===== src/rtl/seg7_pkg.sv =====
// Shared definitions for the seven-segment scan driver: FSM states and
// the hex-to-segment encoding (active-high, bit order g f e d c b a).
package seg7_pkg;

    typedef enum logic {
        BLANK = 1'b0,
        SHOW  = 1'b1
    } seg7_state_e;

    localparam logic [6:0] SEG_OFF = 7'h00;

    function automatic logic [6:0] hex_decode(input logic [3:0] nib);
        logic [6:0] s;
        s = SEG_OFF;
        case (nib)
            4'h0: s = 7'h3F;
            4'h1: s = 7'h06;
            4'h2: s = 7'h5B;
            4'h3: s = 7'h4F;
            4'h4: s = 7'h66;
            4'h5: s = 7'h6D;
            4'h6: s = 7'h7D;
            4'h7: s = 7'h07;
            4'h8: s = 7'h7F;
            4'h9: s = 7'h6F;
            4'hA: s = 7'h77;
            4'hB: s = 7'h7C;
            4'hC: s = 7'h39;
            4'hD: s = 7'h5E;
            4'hE: s = 7'h79;
            4'hF: s = 7'h71;
            default: s = SEG_OFF;
        endcase
        return s;
    endfunction

endpackage


===== src/rtl/hex_to_seg7.sv =====
// Combinational hex nibble to active-high seven-segment pattern (g..a).
module hex_to_seg7
    import seg7_pkg::*;
(
    input  logic [3:0] hex,
    output logic [6:0] seg
);

    always_comb begin
        seg = hex_decode(hex);
    end

endmodule


===== src/rtl/seg7_scan_driver.sv =====
// Multiplexed seven-segment scan driver with frame-synchronous display
// updates through a one-entry valid/ready pending buffer.
module seg7_scan_driver
    import seg7_pkg::*;
#(
    parameter int unsigned DIGITS        = 4,
    parameter int unsigned REFRESH_TICKS = 50000,
    parameter int unsigned BLANK_TICKS   = 500,
    parameter bit          ACTIVE_LOW    = 1'b1
)
(
    input  logic                  clk,
    input  logic                  rst_n,
    input  logic                  wr_valid,
    output logic                  wr_ready,
    input  logic [4*DIGITS-1:0]   wr_value,
    input  logic [DIGITS-1:0]     wr_dp,
    input  logic [DIGITS-1:0]     wr_en,
    output logic [DIGITS-1:0]     an,
    output logic [6:0]            seg,
    output logic                  dp_out,
    output logic                  frame_tick
);

    localparam int unsigned MAX_TICKS = (REFRESH_TICKS > BLANK_TICKS) ? REFRESH_TICKS : BLANK_TICKS;
    localparam int unsigned CW        = $clog2(MAX_TICKS + 1);
    localparam int unsigned IW        = (DIGITS > 1) ? $clog2(DIGITS) : 1;

    localparam logic [CW-1:0] SHOW_LAST  = CW'(REFRESH_TICKS - 1);
    localparam logic [CW-1:0] BLANK_LAST = (BLANK_TICKS > 0) ? CW'(BLANK_TICKS - 1) : '0;
    localparam logic [IW-1:0] IDX_LAST   = IW'(DIGITS - 1);

    // With no blank phase the FSM lives entirely in SHOW, including after reset.
    localparam seg7_state_e START_STATE = (BLANK_TICKS > 0) ? BLANK : SHOW;

    localparam logic [DIGITS-1:0] AN_INV  = {DIGITS{ACTIVE_LOW}};
    localparam logic [6:0]        SEG_INV = {7{ACTIVE_LOW}};

    seg7_state_e        state, state_n;
    logic [IW-1:0]      idx, idx_n;
    logic [CW-1:0]      cnt, cnt_n;
    logic               boundary;

    logic [4*DIGITS-1:0] shadow_value, pend_value;
    logic [DIGITS-1:0]   shadow_dp, pend_dp;
    logic [DIGITS-1:0]   shadow_en, pend_en;
    logic                pend_full;
    logic                accept;

    logic [3:0]          nibble;
    logic [6:0]          dec_seg;
    logic [DIGITS-1:0]   an_d;
    logic [6:0]          seg_d;
    logic                dp_d;

    always_ff @(posedge clk or negedge rst_n) begin
        if (!rst_n) begin
            state <= START_STATE;
            idx   <= '0;
            cnt   <= '0;
        end else begin
            state <= state_n;
            idx   <= idx_n;
            cnt   <= cnt_n;
        end
    end

    always_comb begin
        state_n  = state;
        idx_n    = idx;
        cnt_n    = cnt + CW'(1);
        boundary = 1'b0;
        unique case (state)
            BLANK: begin
                if (cnt == BLANK_LAST) begin
                    state_n = SHOW;
                    cnt_n   = '0;
                end
            end
            SHOW: begin
                if (cnt == SHOW_LAST) begin
                    cnt_n   = '0;
                    state_n = START_STATE;
                    if (idx == IDX_LAST) begin
                        idx_n    = '0;
                        boundary = 1'b1;
                    end else begin
                        idx_n = idx + IW'(1);
                    end
                end
            end
            default: ;
        endcase
    end

    assign wr_ready = ~pend_full;
    assign accept   = wr_valid & ~pend_full;

    // A write on the boundary cycle can only land in an empty buffer, so it
    // never races the shadow load; it waits for the next boundary.
    always_ff @(posedge clk or negedge rst_n) begin
        if (!rst_n) begin
            pend_full    <= 1'b0;
            pend_value   <= '0;
            pend_dp      <= '0;
            pend_en      <= '0;
            shadow_value <= '0;
            shadow_dp    <= '0;
            shadow_en    <= '0;
        end else begin
            if (boundary && pend_full) begin
                shadow_value <= pend_value;
                shadow_dp    <= pend_dp;
                shadow_en    <= pend_en;
            end
            if (accept) begin
                pend_value <= wr_value;
                pend_dp    <= wr_dp;
                pend_en    <= wr_en;
                pend_full  <= 1'b1;
            end else if (boundary) begin
                pend_full <= 1'b0;
            end
        end
    end

    always_comb begin
        nibble = shadow_value[{idx, 2'b00} +: 4];
    end

    hex_to_seg7 u_dec (
        .hex (nibble),
        .seg (dec_seg)
    );

    always_comb begin
        an_d  = '0;
        seg_d = SEG_OFF;
        dp_d  = 1'b0;
        if (state == SHOW && shadow_en[idx]) begin
            an_d[idx] = 1'b1;
            seg_d     = dec_seg;
            dp_d      = shadow_dp[idx];
        end
    end

    always_ff @(posedge clk or negedge rst_n) begin
        if (!rst_n) begin
            an         <= AN_INV;
            seg        <= SEG_INV;
            dp_out     <= ACTIVE_LOW;
            frame_tick <= 1'b0;
        end else begin
            an         <= an_d ^ AN_INV;
            seg        <= seg_d ^ SEG_INV;
            dp_out     <= dp_d ^ ACTIVE_LOW;
            frame_tick <= boundary;
        end
    end

endmodule


===== config.mk =====
export PLATFORM = sky130hd
export DESIGN_NAME = seg7_scan_driver
export DESIGN_NICKNAME = d
export VERILOG_FILES = /design/src/rtl/seg7_pkg.sv /design/src/rtl/hex_to_seg7.sv /design/src/rtl/seg7_scan_driver.sv
export SDC_FILE = /design/constraint.sdc
export NUM_CORES = 1
export LEC_CHECK = 0
export ABC_AREA = 1
export BUFFER_PORTS_ARGS = -buffer_cell sky130_fd_sc_hd__clkbuf_2
export CORE_MARGIN = 2
export CORE_UTILIZATION = 55
export CTS_BUF_LIST = sky130_fd_sc_hd__clkbuf_2 sky130_fd_sc_hd__clkbuf_4 sky130_fd_sc_hd__clkbuf_8
export DETAILED_ROUTE_END_ITERATION = 8
export GPL_TIMING_DRIVEN = 0
export PLACE_DENSITY = 0.9
export SLEW_MARGIN = 20
export SYNTH_ARGS = -nofsm -noshare
export SYNTH_HDL_FRONTEND = slang
export SYNTH_SLANG_ARGS = --single-unit

===== constraint.sdc =====
create_clock -name clk -period 1.7 [get_ports clk]
set_input_delay 0.425 -clock clk [delete_from_list [all_inputs] [get_ports clk]]
set_output_delay 0.425 -clock clk [all_outputs]
set_load 0.1 [all_outputs]

Word level (Yosys, flattened, before mapping)
Memories as Yosys holds them, arrays and structs flattened.
Cells that the tools add are included.
W data, S select, Z words.
{"block": "word_totals", "regBits": 81, "rom_bits": 112, "input_bits": 27, "out_inout_bits": 14, "elab_cells": 55, "mem_count": 1}
{"name": "(no name shown)", "depth": 16, "word_bits": 7, "read_ports": 1, "rd_clocked_by_memory_dff": 0, "wr": 0, "line_no": "seg7_pkg.sv:15", "rtl": "case (nib)"}
{"block": "classes", "addsub": 2, "n_lt_le_gt_ge": 2, "n_eq_ne": 3, "n_shift": 1, "n_mux": 21, "bitwise": 6, "n_reduce_logical": 5}
{"operator": "$mux W16", "count": 2}
{"operator": "$pmux W16 S2", "count": 1}
{"operator": "$add A16 B1 Y16 const B", "count": 1}
{"operator": "$eq A16 B16 Y1 const B", "count": 1}
{"operator": "$eq A16 B9 Y1 const B", "count": 1}
{"operator": "$shiftx A16 B5 Y4", "count": 1}
{"operator": "$mux W1", "count": 11}
{"operator": "$mux W7", "count": 1}
{"operator": "$not A7 Y7", "count": 1}
{"operator": "$bmux W1 S2", "count": 2}
{"operator": "$mux W4", "count": 1}
{"operator": "$not A4 Y4", "count": 1}
{"operator": "$logic_and A1 B1 Y1", "count": 3}
{"operator": "$lt A2 B3 Y1 const B", "count": 1}
{"operator": "$not A1 Y1", "count": 3}
{"operator": "$add A2 B1 Y2 const B", "count": 1}
{"operator": "$demux W1 S2", "count": 1}
{"operator": "$eq A2 B2 Y1 const B", "count": 1}
{"operator": "$ge A2 B1 Y1 const B", "count": 1}
{"operator": "$mux W2", "count": 1}
{"operator": "$pmux W1 S2", "count": 1}
{"operator": "$reduce_and A2 Y1", "count": 1}
{"operator": "$reduce_bool A2 Y1", "count": 1}
{"operator": "$and A1 B1 Y1", "count": 1}

Longest topological paths before layout
Gate-level depths: netlist of the first run.
{"block": "depth", "word_depth": 6, "depth_mapped": 11, "ltp_nobuf": 10}

By module
Synthesis of the first run repeated with hierarchy kept, for this count alone.
{"block": "unflattened", "hier_cells": 424, "hier_area_um2": 3851.2}
{"module": "seg7_scan_driver", "instances": 1, "cells_each": 372, "area_per_inst_um2": 3580.9, "seq_area_each_um2": 2042.0}
{"module": "hex_to_seg7", "instances": 1, "cells_each": 52, "area_per_inst_um2": 270.3, "seq_area_each_um2": 0.0}

Worst setup path after synthesis of the first run
OpenSTA, ideal clock, no wires.
{"block": "synth_path", "path_kind": "reg2reg", "from": "register pend_full", "to": "register pend_dp[0]", "setup_time_ns": 0.125, "arrival_time_ns": 1.917, "t_required_ns": 1.575, "path_slack_ns": -0.342, "stages_incl_launch_ff": 6, "n_path_buf": 2, "synth_period_minus_slack_ns": 2.042, "cell_sequence": "dfrtp_1 -> buf_2 -> inv_1 -> nand2_1 -> buf_2 -> mux2_2"}
{"block": "synth_between", "elab_chain_len": 2}
{"item": "from (decl)", "line_no": "seg7_scan_driver.sv:47", "rtl": "logic pend_full;"}
{"item": "from (signal assigned)", "line_no": "seg7_scan_driver.sv:103", "rtl": "pend_full <= 1'b0;"}
{"item": "from (signal assigned)", "line_no": "seg7_scan_driver.sv:120", "rtl": "pend_full <= 1'b1;"}
{"item": "from (signal assigned)", "line_no": "seg7_scan_driver.sv:122", "rtl": "pend_full <= 1'b0;"}
{"item": "$not A1 Y1"}
{"item": "net wr_ready", "line_no": "seg7_scan_driver.sv:15", "rtl": "output logic wr_ready,"}
{"item": "$and A1 B1 Y1", "line_no": "seg7_scan_driver.sv:97", "rtl": "assign accept = wr_valid & ~pend_full;"}
{"item": "to (signal assigned)", "line_no": "seg7_scan_driver.sv:118", "rtl": "pend_dp <= wr_dp;"}
{"item": "to (decl)", "line_no": "seg7_scan_driver.sv:45", "rtl": "logic [DIGITS-1:0] shadow_dp, pend_dp;"}
The timed path passes the listed nets, and every way through them passes these cells.
A chain may end at the register's enable or synchronous reset.

Final worst setup path of the first run
{"block": "layout_path", "from": "register pend_full", "to": "output wr_ready"}
{"block": "layout_between", "elab_chain_len": 1}
{"item": "$not A1 Y1", "line_no": "seg7_scan_driver.sv:96", "rtl": "assign wr_ready = ~pend_full;"}
{"item": "to (decl)", "line_no": "seg7_scan_driver.sv:15"}
Every way passes these cells.

==> results of run 1 <==
path summary, 6_finish.rpt:
path	start	end	slack, ps	cells past startpoint
max	pend_full	wr_ready	40	3
min	rst_n	cnt[11]	30	1
max reg2reg	idx[0]	seg[3]	80	11
min reg2reg	shadow_value[8]	shadow_value[8]	490	2
max in group asynchronous	rst_n	pend_dp[0]	1070	2
min in group clk	wr_value[12]	pend_value[12]	280	2
layout by cell type, fill, tap and decap left out, types with 2 or more instances in the layout:
master / n
nand3_1: 47
clkbuf_2: 26
nand3_2: 2
dfstp_2: 12
clkbuf_4: 13
nor2_4: 2
o21ai_0: 7
or2_1: 2
nor3_1: 2
nand2_4: 2
buf_2: 4
mux2_2: 24
clkbuf_8: 10
nor2_2: 2
bufinv_16: 2
xor2_1: 9
inv_1: 18
nand4_1: 2
nand2_1: 117
a21oi_1: 4
o21ai_1: 4
nand2_2: 7
buf_6: 6
buf_4: 19
dfrtp_2: 2
ha_1: 9
dfrtp_1: 67
inv_6: 4
inv_2: 10
nand3_4: 2
nor2_1: 50
layout make-up:
cell class | count | area (um^2)
fill | 494 | 2090
sequential | 81 | 2040
multi-input combinational | 301 | 1690
timing repair buffer | 59 | 402
inverter | 31 | 128
clock buffer | 9 | 124
tap | 96 | 120
clock inverter | 7 | 106
buffer | 11 | 97.6
metrics by stage:
step	setup TNS, ps	cell area (um^2)
2_1_floorplan	-1220	3870
3_3_place_gp	-35340	4190
3_5_place_dp	-3200	4220
4_1_cts	0	4550
5_1_grt	-443	4710
6_report	0	4710
metal layers:
metal / up-vias / global-route usage (%) / share of wire [%]
met2: 113 / 38.4 / 52
met5: - / 0 / 0
li1: 1498 / - / -
met3: 19 / 4.90 / 5.5
met1: 1547 / 29.4 / 41
met4: 0 / 9.09 / 1.9
flip-flops by register name, indices dropped and copies added (netlist names), 7 cells and up:
signal        count
seg               7
cnt              16
pend_value       16
shadow_value     16
cells by family after synthesis:
kind of cell    after synthesis
xor+xnor                     10
buf+inv                      43
flops                        81
compound gates               17
mux                          24
simple gates                239
fa+ha+maj                    11
power breakdown:
part	switching, mW	total (mW)	internal (mW)
clock network	0.776	1.63	0.858
logic	0.0548	0.117	0.0626
registers	0.0263	2.00	1.98
total	0.857	3.75	2.90
repair_timing:
item / 4_1_cts / 5_1_grt
pin swaps: 1 / 5
hold endpoints to repair: 0 / 0
setup buffers: 6 / 11
cloned: 0 / 1
setup endpoints to repair: 51 / 39
gates resized for setup: 23 / 22
==> results.json, run 1 <==
{
  "outcome": "complete, no violations",
  "netlist_area_um2": 3840,
  "viasPerCell": 5.34,
  "num_rows": 30,
  "cts_buffers": 9,
  "grt_pass1_vias": 3070,
  "die_w_um": 87.6,
  "pre_cts_ws_ps": -278,
  "synth_edf_count": 0,
  "crit_arrival_ps": 1230,
  "async_flop_share_pct": 100,
  "power_mw": 3.75,
  "start_kind": "flip-flop",
  "synthDominantCellAreaShare_pct": 45.0,
  "hold_ws_ps": 29.5,
  "coreArea_um2": 6790,
  "dieHeight_um": 87.6,
  "final_core_util_pct": 69.3,
  "fin_nets": 532,
  "synth_fa_ha_area_share_pct": 3.58,
  "dp_cells": 562,
  "final.min_clock_period_ps": 1660,
  "ir_worst_vdd_mv": 0.620,
  "dieArea_um2": 7670,
  "yosys-mux-area-fraction_pct": 7.04,
  "gp_congestion": 0.870,
  "crit_buf_inv": 3,
  "fmax_ghz": 0.604,
  "path_max_fanout": 10,
  "drive_gt1_share_pct": 31.7,
  "initial_utilization_pct": 56.5,
  "crit_slowest_cell": "dfrtp_1",
  "yosysTopAreaCell": "dfrtp_1",
  "hold_class": "input pin to async pin",
  "drc_errors": 0,
  "cp_cell_sequence": "buf_6 > clkinvlp_4 > clkbuf_8",
  "drt_iter0_drc": 190,
  "syn_to_final_growth_pct": 22.5,
  "synth_xor_area_share_pct": 2.28,
  "cts.sinks": 81,
  "synth_cell_types": 27,
  "io_buffers": 40,
  "max_slew_margin_pct": 63.4,
  "synthMostInstantiatedCell": "nand2_1",
  "setup_ws_ps": 43.5,
  "antenna_found_initial": 0,
  "synthSimpleGateAreaFrac_pct": 26.7,
  "synth-compound-area-share_pct": 2.31,
  "rsz0062_at_grt": "true",
  "synthFlopType": "dfrtp_1",
  "htree_levels": 3,
  "root_buffer": "clkbuf_8",
  "ant_nets": 0,
  "ys_top_cells_by_area": "dfrtp_1, nand2_1, dfstp_2",
  "grt_max_degree": 49,
  "cap_violations": 0,
  "finalHoldViolCount": 0,
  "max_stage_delay_ps": 390,
  "finalCritPeriodShare_pct": 97.4,
  "synth_fp_nets": 463,
  "synth_top_family_by_area": "simple AND/OR/NAND/NOR gates",
  "dr.pass1.iters": 5,
  "worst_pin_slew_ps": 551,
  "synth_seq_cells": 81,
  "diodes": 0,
  "grt_pass1_wl_um": 13700,
  "yosysWarnings": 0,
  "p_leak_nw": 2.38,
  "cp_data_required_time_ps": 1270,
  "synth-seq-area-share_pct": 53.2,
  "wl_per_cell_um": 14.3,
  "drv_slew": 0,
  "clkLatencyLatePin_ps": 370,
  "synth.avg_cell_area_um2": 9.04,
  "syn_inst": 425,
  "grtUsageTotal_pct": 23.0,
  "skew_ps": 8.84,
  "dp_hpwl_um": 5580,
  "cpLargestDelayFamily": "buffers and inverters",
  "ys_top_cells_by_count": "nand2_1, dfrtp_1, nor2_1",
  "critPathKind": "flip-flop to output pin",
  "power_density_nw_per_um2": 798,
  "endpoint_kind": "output pin",
  "routed_wl_um": 8500,
  "clock_path_buffers": 2,
  "path_clk_slew_ps": 90,
  "vias": 3177,
  "setup_viol": 0,
  "gr-total-overflow": 0,
  "cts_tree": "done",
  "hold_buffers": 0,
  "ios": 41,
  "instances_no_fill": 595
}
Note: power is estimated with default switching activity, not from simulation.
==> run 2: changes to the inputs <==
--- a/config.mk
+++ b/config.mk
@@ -5,12 +5,12 @@
 export SDC_FILE = /design/constraint.sdc
 export NUM_CORES = 1
 export LEC_CHECK = 0
-export ABC_AREA = 1
-export BUFFER_PORTS_ARGS = -buffer_cell sky130_fd_sc_hd__clkbuf_2
+export ABC_AREA = 0
 export CORE_MARGIN = 2
-export CORE_UTILIZATION = 55
+export CORE_UTILIZATION = 59
 export CTS_BUF_LIST = sky130_fd_sc_hd__clkbuf_2 sky130_fd_sc_hd__clkbuf_4 sky130_fd_sc_hd__clkbuf_8
 export DETAILED_ROUTE_END_ITERATION = 8
+export DONT_BUFFER_PORTS = 1
 export GPL_TIMING_DRIVEN = 0
 export PLACE_DENSITY = 0.9
 export SLEW_MARGIN = 20
==> run 2 against run 1 <==
  * Power shrank 1.1%
  * Combinational power shrank 37%
  * The run now ends with hold timing, setup timing left
  * Area after synthesis is 4.2% lower
==> results.json, run 2 <==
{
  "outcome": "finished, violations left",
  "violations": "hold timing, setup timing",
  "clock_path_buffers": 2,
  "path_max_fanout": 6,
  "drv_slew": 0,
  "io_buffers": 0,
  "rsz0062_at_grt": "true",
  "drt_iter0_drc": 182,
  "ir_worst_vdd_mv": 0.611,
  "htree_levels": 3,
  "layout_commonest_cell": "dfrtp_1",
  "syn_inst": 263,
  "dieArea_um2": 6880,
  "synthMostInstantiatedCell": "dfrtp_1",
  "setup_ws_ps": -238,
  "p_clk_share_pct": 43.0,
  "p_sw_share_pct": 21.1,
  "viasPerCell": 5.90,
  "die_w_um": 83.0,
  "finalCritPeriodShare_pct": 114,
  "syn_to_final_growth_pct": 24.4,
  "gp_congestion": 0.790,
  "cpLargestDelayFamily": "simple AND/OR/NAND/NOR gates",
  "path_clk_slew_ps": 80,
  "final.min_clock_period_ps": 1940,
  "cts_buffers": 9,
  "worst_pin_slew_ps": 495,
  "fmax_ghz": 0.516,
  "max_slew_margin_pct": 67.1,
  "hold_class": "input pin to async pin",
  "antenna_found_initial": 0,
  "synth_fp_nets": 301,
  "max_stage_delay_ps": 440,
  "num_rows": 28,
  "async_flop_share_pct": 100,
  "start_kind": "flip-flop",
  "root_buffer": "clkbuf_8",
  "synth.avg_cell_area_um2": 14.0,
  "cp_data_required_time_ps": 1940,
  "dieHeight_um": 83.0,
  "initial_utilization_pct": 61.4,
  "wl_per_cell_um": 20.6,
  "crit_slowest_cell": "dfrtp_2",
  "diodes": 0,
  "yosysWarnings": 0,
  "crit_buf_inv": 1,
  "grt_pass1_vias": 2364,
  "fin_nets": 351,
  "pwr-share-comb_pct": 2.0,
  "finalHoldViolCount": 81,
  "synthFlopType": "dfrtp_1",
  "routed_wl_um": 8100,
  "power_mw": 3.71,
  "coreArea_um2": 5990,
  "p_seq_share_pct": 55.0,
  "grt_max_degree": 82,
  "drc_errors": 0,
  "synth_seq_cells": 81,
  "endpoint_kind": "flip-flop",
  "setup_viol": 44,
  "grt_pass1_wl_um": 12100,
  "ys_top_cells_by_count": "dfrtp_1, mux2_2, mux2_4",
  "yosysTopAreaCell": "dfrtp_1",
  "p_sw_mw": 0.785,
  "ios": 41,
  "cap_violations": 0,
  "netlist_area_um2": 3680,
  "dp_hpwl_um": 4460,
  "hold_ws_ps": -250,
  "power_density_nw_per_um2": 811,
  "vias": 2318,
  "clkLatencyLatePin_ps": 360,
  "grtUsageTotal_pct": 22.8,
  "critPathKind": "flip-flop to flip-flop",
  "ys_top_cells_by_area": "dfrtp_1, mux2_2, dfstp_2",
  "ant_nets": 0,
  "dr.pass1.iters": 4,
  "cts.sinks": 81,
  "crit_arrival_ps": 2180,
  "synthDominantCellAreaShare_pct": 46.9,
  "drive_gt1_share_pct": 53.1,
  "p_leak_nw": 2.02,
  "top_regs": "cnt: 16 flops, pend_value: 16 flops, shadow_value: 16 flops",
  "synth_edf_count": 0,
  "synth-seq-area-share_pct": 55.5,
  "p_int_mw": 2.93,
  "layout_common_cells": "dfrtp_1, mux2_2, buf_4, mux2_4, nand2_1",
  "gr-total-overflow": 0,
  "synth_cell_types": 46,
  "skew_ps": 12.3,
  "cp_cell_sequence": "nor4_4 > and4b_2 > nand4_4 > clkbuf_16 > mux2_4",
  "cts_tree": "done"
}
==> run 2: cell count changes in the layout (fill, tap and decap cells not counted), moves of 10 or more <==
| cell | change |
|---|---|
| nand3_1 | -45 |
| clkbuf_4 | -11 |
| mux2_4 | +19 |
| nor2_1 | -38 |
| nand2_1 | -104 |
| inv_2 | -10 |
| inv_1 | -11 |
| clkbuf_2 | -24 |
==> run 2: kinds of logic (layout without fill, tap and decap cells) <==
logic type      Yosys count  count (layout)  synth area share [%]
flops                    81              81                  55.5
compound gates           17              17                  2.99
fa+ha+maj                11              11                  3.74
simple gates             63              63                  10.5
xor+xnor                 13              13                  3.10
mux                      58              58                  21.5
buf+inv                  20              75                  2.69
==> run 2: per-stage QoR <==
step	area, um^2	instances	setup TNS [ps]	utilization [%]	worst slack (ps)
finish	4580	393	-6490	76.4	-238
global route	4580	393	-9240	76.4	-340
CTS	4390	379	-3420	73.3	-184
detailed placement	3850	338	-13800	64.3	-399
global placement	3850	338	-9940	64.3	-294
floorplan	3760	263	-1390	-	-85.4
==> run 2: worst paths after layout <==
| kind | from | depth (start not counted) | slack [ps] | endpoint |
|---|---|---|---|---|
| hold reg to reg | pend_value[0] | 1 | 500 | shadow_value[0] |
| hold / removal | rst_n | 0 | -250 | frame_tick |
| setup / recovery | cnt[10] | 5 | -240 | shadow_en[0] |
| max in group asynchronous | rst_n | 0 | 1730 | seg[1] |
| min in group clk | wr_valid | 1 | 180 | pend_full |
| setup reg to reg | cnt[10] | 5 | -240 | shadow_en[0] |
==> run 2: timing repair <==
action | in CTS | in global routing
gates cloned | 0 | 2
pin swaps | 14 | 11
endpoints found under the hold margin | 81 | 81
resized for setup | 32 | 21
buffers inserted | 25 | 13
endpoints found under the setup margin | 71 | 70
==> run 2: area by class of cell <==
type / instances / area (um^2)
Clock buffer: 10 / 138
Buffer: 10 / 108
Clock inverter: 6 / 90.1
Multi-Input combinational cell: 162 / 1680
Fill cell: 331 / 1410
Inverter: 10 / 46.3
Timing Repair Buffer: 39 / 369
Sequential cell: 81 / 2050
Tap cell: 75 / 93.8
==> run 2: power groups by stage <==
stage | sequential [mW] | combinational [mW] | clock, mW
2_1_floorplan | 2.06 | 0.0666 | 0
3_3_place_gp | 2.07 | 0.0678 | 0
3_5_place_dp | 2.08 | 0.0726 | 0
4_1_cts | 2.04 | 0.0750 | 1.60
5_1_grt | 2.05 | 0.0788 | 1.71
6_report | 2.04 | 0.0738 | 1.60
==> run 2: layer usage <==
metal,up-vias,track usage [%],wire length [um]
met5,-,0,0
met4,0,11.8,211
met3,19,5.37,483
met2,102,36.7,4130
met1,1160,28.9,3270
li1,1037,-,-
